File: src/rtl/avr_fetch_q_if.sv
// avr_fetch_q_if -- bus between the prefetch queue, program memory and the CPU.
//
// Parameters: PC_W (word-address width), DEPTH (queue entries).
// Signals:
//   prog_addr   fetch word address to program memory
//   prog_data   program word read combinationally at prog_addr
//   pc_src      redirect select (0 seq, 1 relative, 2 absolute, 3 skip, 4-7 seq)
//   jmp         redirect operand (signed offset / absolute target)
//   consume     CPU accepts the head instruction this cycle
//   cur_instr   head instruction word (0x0000 when empty)
//   cur_op2     second word of a two-word head instruction, else 0
//   cur_pc      word address of cur_instr
//   instr_valid head instruction complete and consumable
//   q_count     occupied entries
// Modports: master = fetch unit, slave = memory/CPU side.
interface avr_fetch_q_if #(
   parameter int PC_W  = 16,
   parameter int DEPTH = 4
);
   logic [PC_W-1:0]        prog_addr;
   logic [15:0]            prog_data;
   logic [2:0]             pc_src;
   logic [15:0]            jmp;
   logic                   consume;
   logic [15:0]            cur_instr;
   logic [15:0]            cur_op2;
   logic [PC_W-1:0]        cur_pc;
   logic                   instr_valid;
   logic [$clog2(DEPTH):0] q_count;

   modport master (
      output prog_addr, cur_instr, cur_op2, cur_pc, instr_valid, q_count,
      input  prog_data, pc_src, jmp, consume
   );

   modport slave (
      input  prog_addr, cur_instr, cur_op2, cur_pc, instr_valid, q_count,
      output prog_data, pc_src, jmp, consume
   );
endinterface

File: src/rtl/avr_fetch_q.sv
// avr_fetch_q -- instruction prefetch queue between program memory and avr_cpu.
//
// Runs ahead through sequential program words, buffering {pc, word} entries in
// a circular queue. Handles absolute/relative redirects (queue flush plus one
// FLUSH bubble cycle) and skip-next.
//
// Ports:
//   CLK  rising-edge clock
//   RST  synchronous active-high reset
//   bus  avr_fetch_q_if.master (program memory fetch + CPU head interface)
//
// Optional feature macro: AVR_FETCH_WIDE_EN -- decode two-word opcodes
// (JMP/CALL/LDS/STS) and present them as one instruction with cur_op2.
// Without it every word is a one-word instruction and cur_op2 is 0.
module avr_fetch_q #(
   parameter int PC_W  = 16,
   parameter int DEPTH = 4
) (
   input logic           CLK,
   input logic           RST,
   avr_fetch_q_if.master bus
);
   localparam int PW = $clog2(DEPTH);
   localparam int CW = PW + 1;

   typedef enum logic [1:0] {S_FILL, S_FULL, S_FLUSH} fstate_t;

   fstate_t         state_q, state_n;
   logic [PC_W-1:0] mem_pc   [DEPTH];
   logic [15:0]     mem_word [DEPTH];
   logic [PC_W-1:0] fpc_q, fpc_n, target;
   logic [PW-1:0]   rd_q, rd_n, wr_q, wr_n;
   logic [CW-1:0]   count_q, count_n, hw, nw, pop_n;
   logic            skip_pend, skip_pend_n;  // drop the next enqueued instruction
   logic            skip_w2, skip_w2_n;      // drop the next enqueued word (2nd half)
   logic            head_two, nxt_two, in_two;
   logic            valid, pop, rel_go, abs_go, redirect, skip_go;
   logic            new_pi, new_pw, pi_eff, pw_eff, en_try, wr_en;

`ifdef AVR_FETCH_WIDE_EN
   function automatic logic is_two(input logic [15:0] w);
      return (w[15:9] == 7'b1001010 && w[3:2] == 2'b11) ||   // JMP / CALL
             (w[15:10] == 6'b100100 && w[3:0] == 4'b0000);   // LDS / STS
   endfunction
`endif

   always_comb begin
      head_two = 1'b0;
      nxt_two  = 1'b0;
      in_two   = 1'b0;
`ifdef AVR_FETCH_WIDE_EN
      head_two = (count_q != '0) && is_two(mem_word[rd_q]);
      nxt_two  = is_two(mem_word[head_two ? rd_q + PW'(2) : rd_q + PW'(1)]);
      in_two   = is_two(bus.prog_data);
`endif
      hw = head_two ? CW'(2) : CW'(1);
      nw = nxt_two ? CW'(2) : CW'(1);

      valid    = (count_q >= hw);
      pop      = bus.consume && valid;
      rel_go   = (bus.pc_src == 3'd1) && pop;
      abs_go   = (bus.pc_src == 3'd2);
      redirect = rel_go || abs_go;
      skip_go  = (bus.pc_src == 3'd3) && pop;

      if (abs_go)
         target = PC_W'(bus.jmp);
      else
         target = bus.cur_pc + (head_two ? PC_W'(2) : PC_W'(1)) + PC_W'(signed'(bus.jmp));

      // Skip: discard as much of the following instruction as is queued now;
      // whatever is not yet queued is dropped at enqueue time instead.
      pop_n  = pop ? hw : '0;
      new_pi = 1'b0;
      new_pw = 1'b0;
      if (skip_go) begin
         if (count_q >= hw + nw) begin
            pop_n = hw + nw;
         end else if (count_q > hw) begin
            pop_n  = hw + CW'(1);
            new_pw = 1'b1;
         end else begin
            new_pi = 1'b1;
         end
      end

      en_try = !redirect && (state_q != S_FLUSH) && ((state_q != S_FULL) || (pop_n != '0));
      pi_eff = skip_pend || new_pi;
      pw_eff = skip_w2 || new_pw;

      wr_en       = 1'b0;
      skip_pend_n = pi_eff;
      skip_w2_n   = pw_eff;
      if (en_try) begin
         if (pw_eff) begin
            skip_w2_n = 1'b0;
         end else if (pi_eff) begin
            // Dropped word is the first word of the skipped instruction;
            // a two-word opcode also takes the following word with it.
            skip_pend_n = 1'b0;
            skip_w2_n   = in_two;
         end else begin
            wr_en = 1'b1;
         end
      end

      fpc_n   = en_try ? fpc_q + PC_W'(1) : fpc_q;
      rd_n    = rd_q + pop_n[PW-1:0];
      wr_n    = wr_en ? wr_q + PW'(1) : wr_q;
      count_n = count_q - pop_n + CW'(wr_en);

      if (redirect) begin
         fpc_n       = target;
         rd_n        = '0;
         wr_n        = '0;
         count_n     = '0;
         skip_pend_n = 1'b0;
         skip_w2_n   = 1'b0;
         state_n     = S_FLUSH;
      end else if (count_n == CW'(DEPTH)) begin
         state_n = S_FULL;
      end else begin
         state_n = S_FILL;
      end
   end

   always_ff @(posedge CLK) begin
      if (RST) begin
         state_q   <= S_FILL;
         fpc_q     <= '0;
         rd_q      <= '0;
         wr_q      <= '0;
         count_q   <= '0;
         skip_pend <= 1'b0;
         skip_w2   <= 1'b0;
      end else begin
         state_q   <= state_n;
         fpc_q     <= fpc_n;
         rd_q      <= rd_n;
         wr_q      <= wr_n;
         count_q   <= count_n;
         skip_pend <= skip_pend_n;
         skip_w2   <= skip_w2_n;
      end
   end

   always_ff @(posedge CLK) begin
      if (wr_en && !RST) begin
         mem_pc[wr_q]   <= fpc_q;
         mem_word[wr_q] <= bus.prog_data;
      end
   end

   always_comb begin
      bus.prog_addr   = fpc_q;
      bus.q_count     = count_q;
      bus.instr_valid = valid;
      bus.cur_instr   = (count_q != '0) ? mem_word[rd_q] : '0;
      bus.cur_pc      = (count_q != '0) ? mem_pc[rd_q] : '0;
      bus.cur_op2     = '0;
`ifdef AVR_FETCH_WIDE_EN
      if (head_two && count_q >= CW'(2))
         bus.cur_op2 = mem_word[rd_q + PW'(1)];
`endif
   end
endmodule

File: src/flat_wrapper.sv
// flat-port wrapper written by rule: the top's interface ports become plain ports
module avr_fetch_q_flat 
#(
   parameter int PC_W  = 16,
   parameter int DEPTH = 4
)
  (CLK, RST, bus_prog_addr, bus_cur_instr, bus_cur_op2, bus_cur_pc, bus_instr_valid, bus_q_count, bus_prog_data, bus_pc_src, bus_jmp, bus_consume);
  avr_fetch_q_if #(.PC_W(PC_W), .DEPTH(DEPTH)) bus_i ();
  input logic CLK;
  input logic RST;
  output wire logic [$bits(bus_i.prog_addr)-1:0] bus_prog_addr;
  output wire logic [$bits(bus_i.cur_instr)-1:0] bus_cur_instr;
  output wire logic [$bits(bus_i.cur_op2)-1:0] bus_cur_op2;
  output wire logic [$bits(bus_i.cur_pc)-1:0] bus_cur_pc;
  output wire logic [$bits(bus_i.instr_valid)-1:0] bus_instr_valid;
  output wire logic [$bits(bus_i.q_count)-1:0] bus_q_count;
  input wire logic [$bits(bus_i.prog_data)-1:0] bus_prog_data;
  input wire logic [$bits(bus_i.pc_src)-1:0] bus_pc_src;
  input wire logic [$bits(bus_i.jmp)-1:0] bus_jmp;
  input wire logic [$bits(bus_i.consume)-1:0] bus_consume;
  assign bus_prog_addr = bus_i.prog_addr;
  assign bus_cur_instr = bus_i.cur_instr;
  assign bus_cur_op2 = bus_i.cur_op2;
  assign bus_cur_pc = bus_i.cur_pc;
  assign bus_instr_valid = bus_i.instr_valid;
  assign bus_q_count = bus_i.q_count;
  assign bus_i.prog_data = bus_prog_data;
  assign bus_i.pc_src = bus_pc_src;
  assign bus_i.jmp = bus_jmp;
  assign bus_i.consume = bus_consume;
  avr_fetch_q #(.PC_W(PC_W), .DEPTH(DEPTH)) u_core (.CLK(CLK), .RST(RST), .bus(bus_i));
endmodule
File: config.mk
export PLATFORM = sky130hd
export DESIGN_NAME = avr_fetch_q_flat
export DESIGN_NICKNAME = d
export VERILOG_FILES = /design/src/rtl/avr_fetch_q_if.sv /design/src/rtl/avr_fetch_q.sv /design/src/flat_wrapper.sv
export SDC_FILE = /design/constraint.sdc
export NUM_CORES = 1
export LEC_CHECK = 0
export CAP_MARGIN = 10
export CORE_UTILIZATION = 55
export DETAILED_ROUTE_END_ITERATION = 7
export GPL_ROUTABILITY_DRIVEN = 0
export PLACE_DENSITY = 0.86
export SYNTH_ARGS = -nofsm -noshare
export SYNTH_HDL_FRONTEND = slang
export SYNTH_SLANG_ARGS = --single-unit
File: constraint.sdc
create_clock -name CLK -period 3.4 [get_ports CLK]
set_clock_uncertainty 0.2 [all_clocks]
set_input_delay 1.02 -clock CLK [delete_from_list [all_inputs] [get_ports CLK]]
set_output_delay 1.02 -clock CLK [all_outputs]
set_load 0.03 [all_outputs]
# After elaboration in Yosys (flattened, before gate mapping)
# Memory sizes are Yosys's and may differ from the RTL's. A register that Yosys moved wholly into a read port is not among the register bits.
# Cells that the tools add are included.
# op_classes
n_addsub	7
multipliers	0
div	0
magnitude_cmp	3
n_eq_ne	6
shift	0
mux	26
bitwise_logic	0
reduce_logical	17
# ops
operator	count
$mux 16	5
$add 16x1->16 const B	2
$add 16x16->16	1
$mux 1	15
$mux 3	3
$eq 3x2->1 const B	2
$logic_and 1x1->1	6
$mux 2	3
$reduce_bool 3->1	2
$logic_or 1x1->1	4
$add 3x1->3	1
$eq 3x1->1 const B	1
$eq 3x3->1 const B	1
$ge 3x1->1 const B	1
$ge 3x2->1 const B	1
$gt 3x1->1 const B	1
$reduce_or 3->1	1
$sub 3x3->3	1
$add 2x1->2 const B	1
$add 2x2->2	1
$logic_not 1->1	2
$ne 2x1->1 const B	1
$ne 2x2->1 const B	1
$reduce_bool 2->1	1
$reduce_or 2->1	1
# word_totals
register_bits	27
latch_bits	0
mem_bits_rw	128
rom_bits	0
output_inout_bits	68
word_cells	69
mem_count	2
# mem_list
name	words	word_bits	read_ports	rd_ports_with_merged_regs	wr	line_no	text
u_core.mem_pc	4	16	1	1	1	avr_fetch_q.sv:29	logic [PC_W-1:0] mem_pc [DEPTH];
u_core.mem_word	4	16	1	1	1	avr_fetch_q.sv:30	logic [15:0] mem_word [DEPTH];

# Depth between registers and ports, before layout
# depth
word_depth	14
depth_mapped	13
ltp_nobuf	12

# Least setup slack after synthesis
# No wires, ideal clock.
# synth_path
path_kind	register -> register
startpoint	register, netlist name u_core.rd_q[1]
endpoint	register u_core.fpc_q[14], in the netlist u_core.bus.prog_addr[14]
setup_ps	126
t_arrival_ps	2942
setup_slack_ps	133
path_stages_with_launch	12
path_cell_list	dfxtp_1 > buf_2 > clkbuf_1 > mux4_2 > nor2b_1 > ha_1 > nor2b_1 > o2111ai_1 > a21oi_1 > o32ai_1 > xor2_1 > o21ai_0
# synth_rtl
element	line_no	text
end signal, assigned	avr_fetch_q.sv:138	fpc_q <= fpc_n;
end, declared	avr_fetch_q.sv:31	logic [PC_W-1:0] fpc_q, fpc_n, target;

==> results.tsv <==
metric	value	unit
sequential area share after synthesis	0.590	
Required @ worst endpoint	2.18	ns
max_cap viols	0	
layout cells sized above 1	0.198	
most frequent cells in the layout	edfxtp_1, clkdlybuf4s50_1, buf_4, nor2b_1	
period utilisation layout	0.970	
fin nets	727	
Longest Clk Path Bufs	2	
vias per cell	5.94	
# port buffers	89	
final setup TNS	0	ns
Diodes inserted	0	
endpoint type of the worst setup path	output pin	
setup bufs post-CTS	0	
critical path launch point	u_core.rd_q[0]	
most common cell after layout, fill and taps aside	edfxtp_1	
latest clock arrival within the worst-skew pair	0.42	ns
status	completed	
setup violators final	0	
Hold Crit Start	u_core.bus.prog_addr[8]	
HP Class	flip-flop to flip-flop	
max-slew violations	0	
TritonCTS clock tree	yes	
GRT Util Overall	0.263	
warnings from Yosys	0	
Crit path arrival time	2.08	ns
Vias	5058	
reg2reg start	u_core.rd_q[0]	
Tmin final	3.30	ns
Starting Density	0.564	
Finished Cell Area	0.00932	mm2
Worst-path clk slew	0.06	ns
Crit Path Max Fanout	22	
Post-DRT Antenna Nets	0	
Area Growth Syn to Fin	25.4	%
placed inst area	0.00879	mm2
Total Wirelength	17.5	mm
# IOs	106	
pwr dens	807	mW/mm2
pin count of the biggest net entering global routing	26	
Synth Area in Compound Gates	0.0938	
RSZ-0062 raised after global routing	false	
cts hold-fix bufs	0	
Core Area	0.0132	mm2
simple-gate share of the synthesized area	0.110	
full die area	0.0140	mm2
Final Hold Fails	0	
Iteration-0 DRC Markers	541	
kind of critical path	flip-flop to output pin	
Top FF cell, synth	edfxtp_1	
number of CTS-inserted buffers	17	
Root Buffer	clkbuf_16	
vias in the first global route	5316	
post-synth cell types	69	
area of the mapped netlist	0.00743	mm2
Max VDD drop	0.000549	V
CTS H-tree lvls	4	
main combinational cell family by area after synthesis	simple AND/OR/NAND/NOR gates	
hpwl dp	12.0	mm
initial antenna violation count	0	
Chip Height	118	um
global-route wire length before repair	27.3	mm
CTS Sinks	155	
post-DR wirelength/cell	20.5	um
grt ovf	0	
EDFF count, synth	128	
Post-Synthesis Cells	531	
Synth Area in Adders	0.0458	
die width	118	um
share of flip-flops with an asynchronous set or reset	0	
Syn Area/Cell	14.0	um2
fmax	303	MHz
Row Count	42	
residual DRC count	0	
mux cell area share after synthesis	0.0949	
Startpoint Class	flip-flop	
Lkg Pwr	0.00342	uW
DRT Pass-1 Iters	6	
Synth Area in XOR/XNOR	0.0295	
#FFs+latches synth	155	
-- power by group --
group | internal [uW] | switching [uW] | leakage, uW
Sequential | 2390 | 173 | 0.00141
Clock | 1010 | 745 | 0.000257
Combinational | 1340 | 1860 | 0.00176
-- what timing repair did --
| action | CTS | global route |
|---|---|---|
| gates resized for setup | 20 | 1 |
| gates cloned | 0 | 0 |
| setup endpoints to repair | 19 | 1 |
-- metal layers --
| layer | global-route usage | wire length (um) | up-vias |
|---|---|---|---|
| met5 | 0 | 0 | - |
| met4 | 0.114 | 501 | 0 |
| met3 | 0.0608 | 1100 | 47 |
| met2 | 0.473 | 9250 | 254 |
| met1 | 0.298 | 6620 | 2481 |
| li1 | - | - | 2276 |
-- cells by family after synthesis --
kind of cell,Yosys count
and+or+nand+nor,147
adders and majority gates,26
xor gates and xnor gates,25
other,1
muxes,33
DFF,155
buffers and inverters,49
AOI/OAI and AO/OA,95
-- path summary, 6_finish.rpt --
| check | endpoint | slack, ns | cells past startpoint |
|---|---|---|---|
| min | u_core.mem_pc[2][8] | 0.30 | 0 |
| min reg2reg | u_core.mem_pc[2][8] | 0.30 | 0 |
| max reg2reg | u_core.bus.prog_addr[14] | 0.13 | 10 |
| max | bus_cur_pc[15] | 0.10 | 4 |
-- synth_stat cells, drive strengths merged (8+ instances only) --
cell type	n	area share
edfxtp	128	0.52
buf	26	0.024
xnor2	14	0.016
nor2b	36	0.030
nand2	31	0.016
nand3	8	0.0061
a211oi	8	0.0081
a21oi	26	0.020
o21ai	18	0.012
inv	16	0.0081
nor2	29	0.015
xor2	11	0.013
dfxtp	27	0.073
mux4	30	0.091
ha	24	0.040
-- area by class of cell --
| class | instances | area (um2) |
|---|---|---|
| sequential | 155 | 4390 |
| fill | 867 | 3870 |
| multi-input combinational | 342 | 2850 |
| timing repair buffer | 131 | 1250 |
| clock buffer | 19 | 433 |
| tap | 176 | 220 |
| clock inverter | 13 | 119 |
| inverter | 16 | 60.1 |
-- registers in the layout (all words and copies together) (netlist names) --
name	flops
u_core.mem_word	64
u_core.bus.q_count	3
u_core.mem_pc	64
u_core.rd_q	2
u_core.wr_q	2
u_core.state_q	2
u_core.bus.prog_addr	16
u_core.skip_w2	1
u_core.skip_pend	1
-- through the flow --
stage          utilization  total power (uW)  worst slack [ns]  hold WS [ns]  instances
2_1_floorplan            -              4630             0.133         0.253        546
3_3_place_gp         0.666              5730           -0.0988         0.286        820
3_5_place_dp         0.666              5840            -0.194         0.297        820
4_1_cts              0.707              7540            0.0754         0.310        852
5_1_grt              0.707              7890            0.0143         0.323        852
6_report             0.707              7520             0.101         0.301        852
-- critical path: stages, from the launching register on --
cell,delay [ns]
dfxtp_2,0.35
buf_12,0.22
mux4_2,0.52
and2b_1,0.20
dlygate4sd2_1,0.36
(Power assumes the default switching activity.)
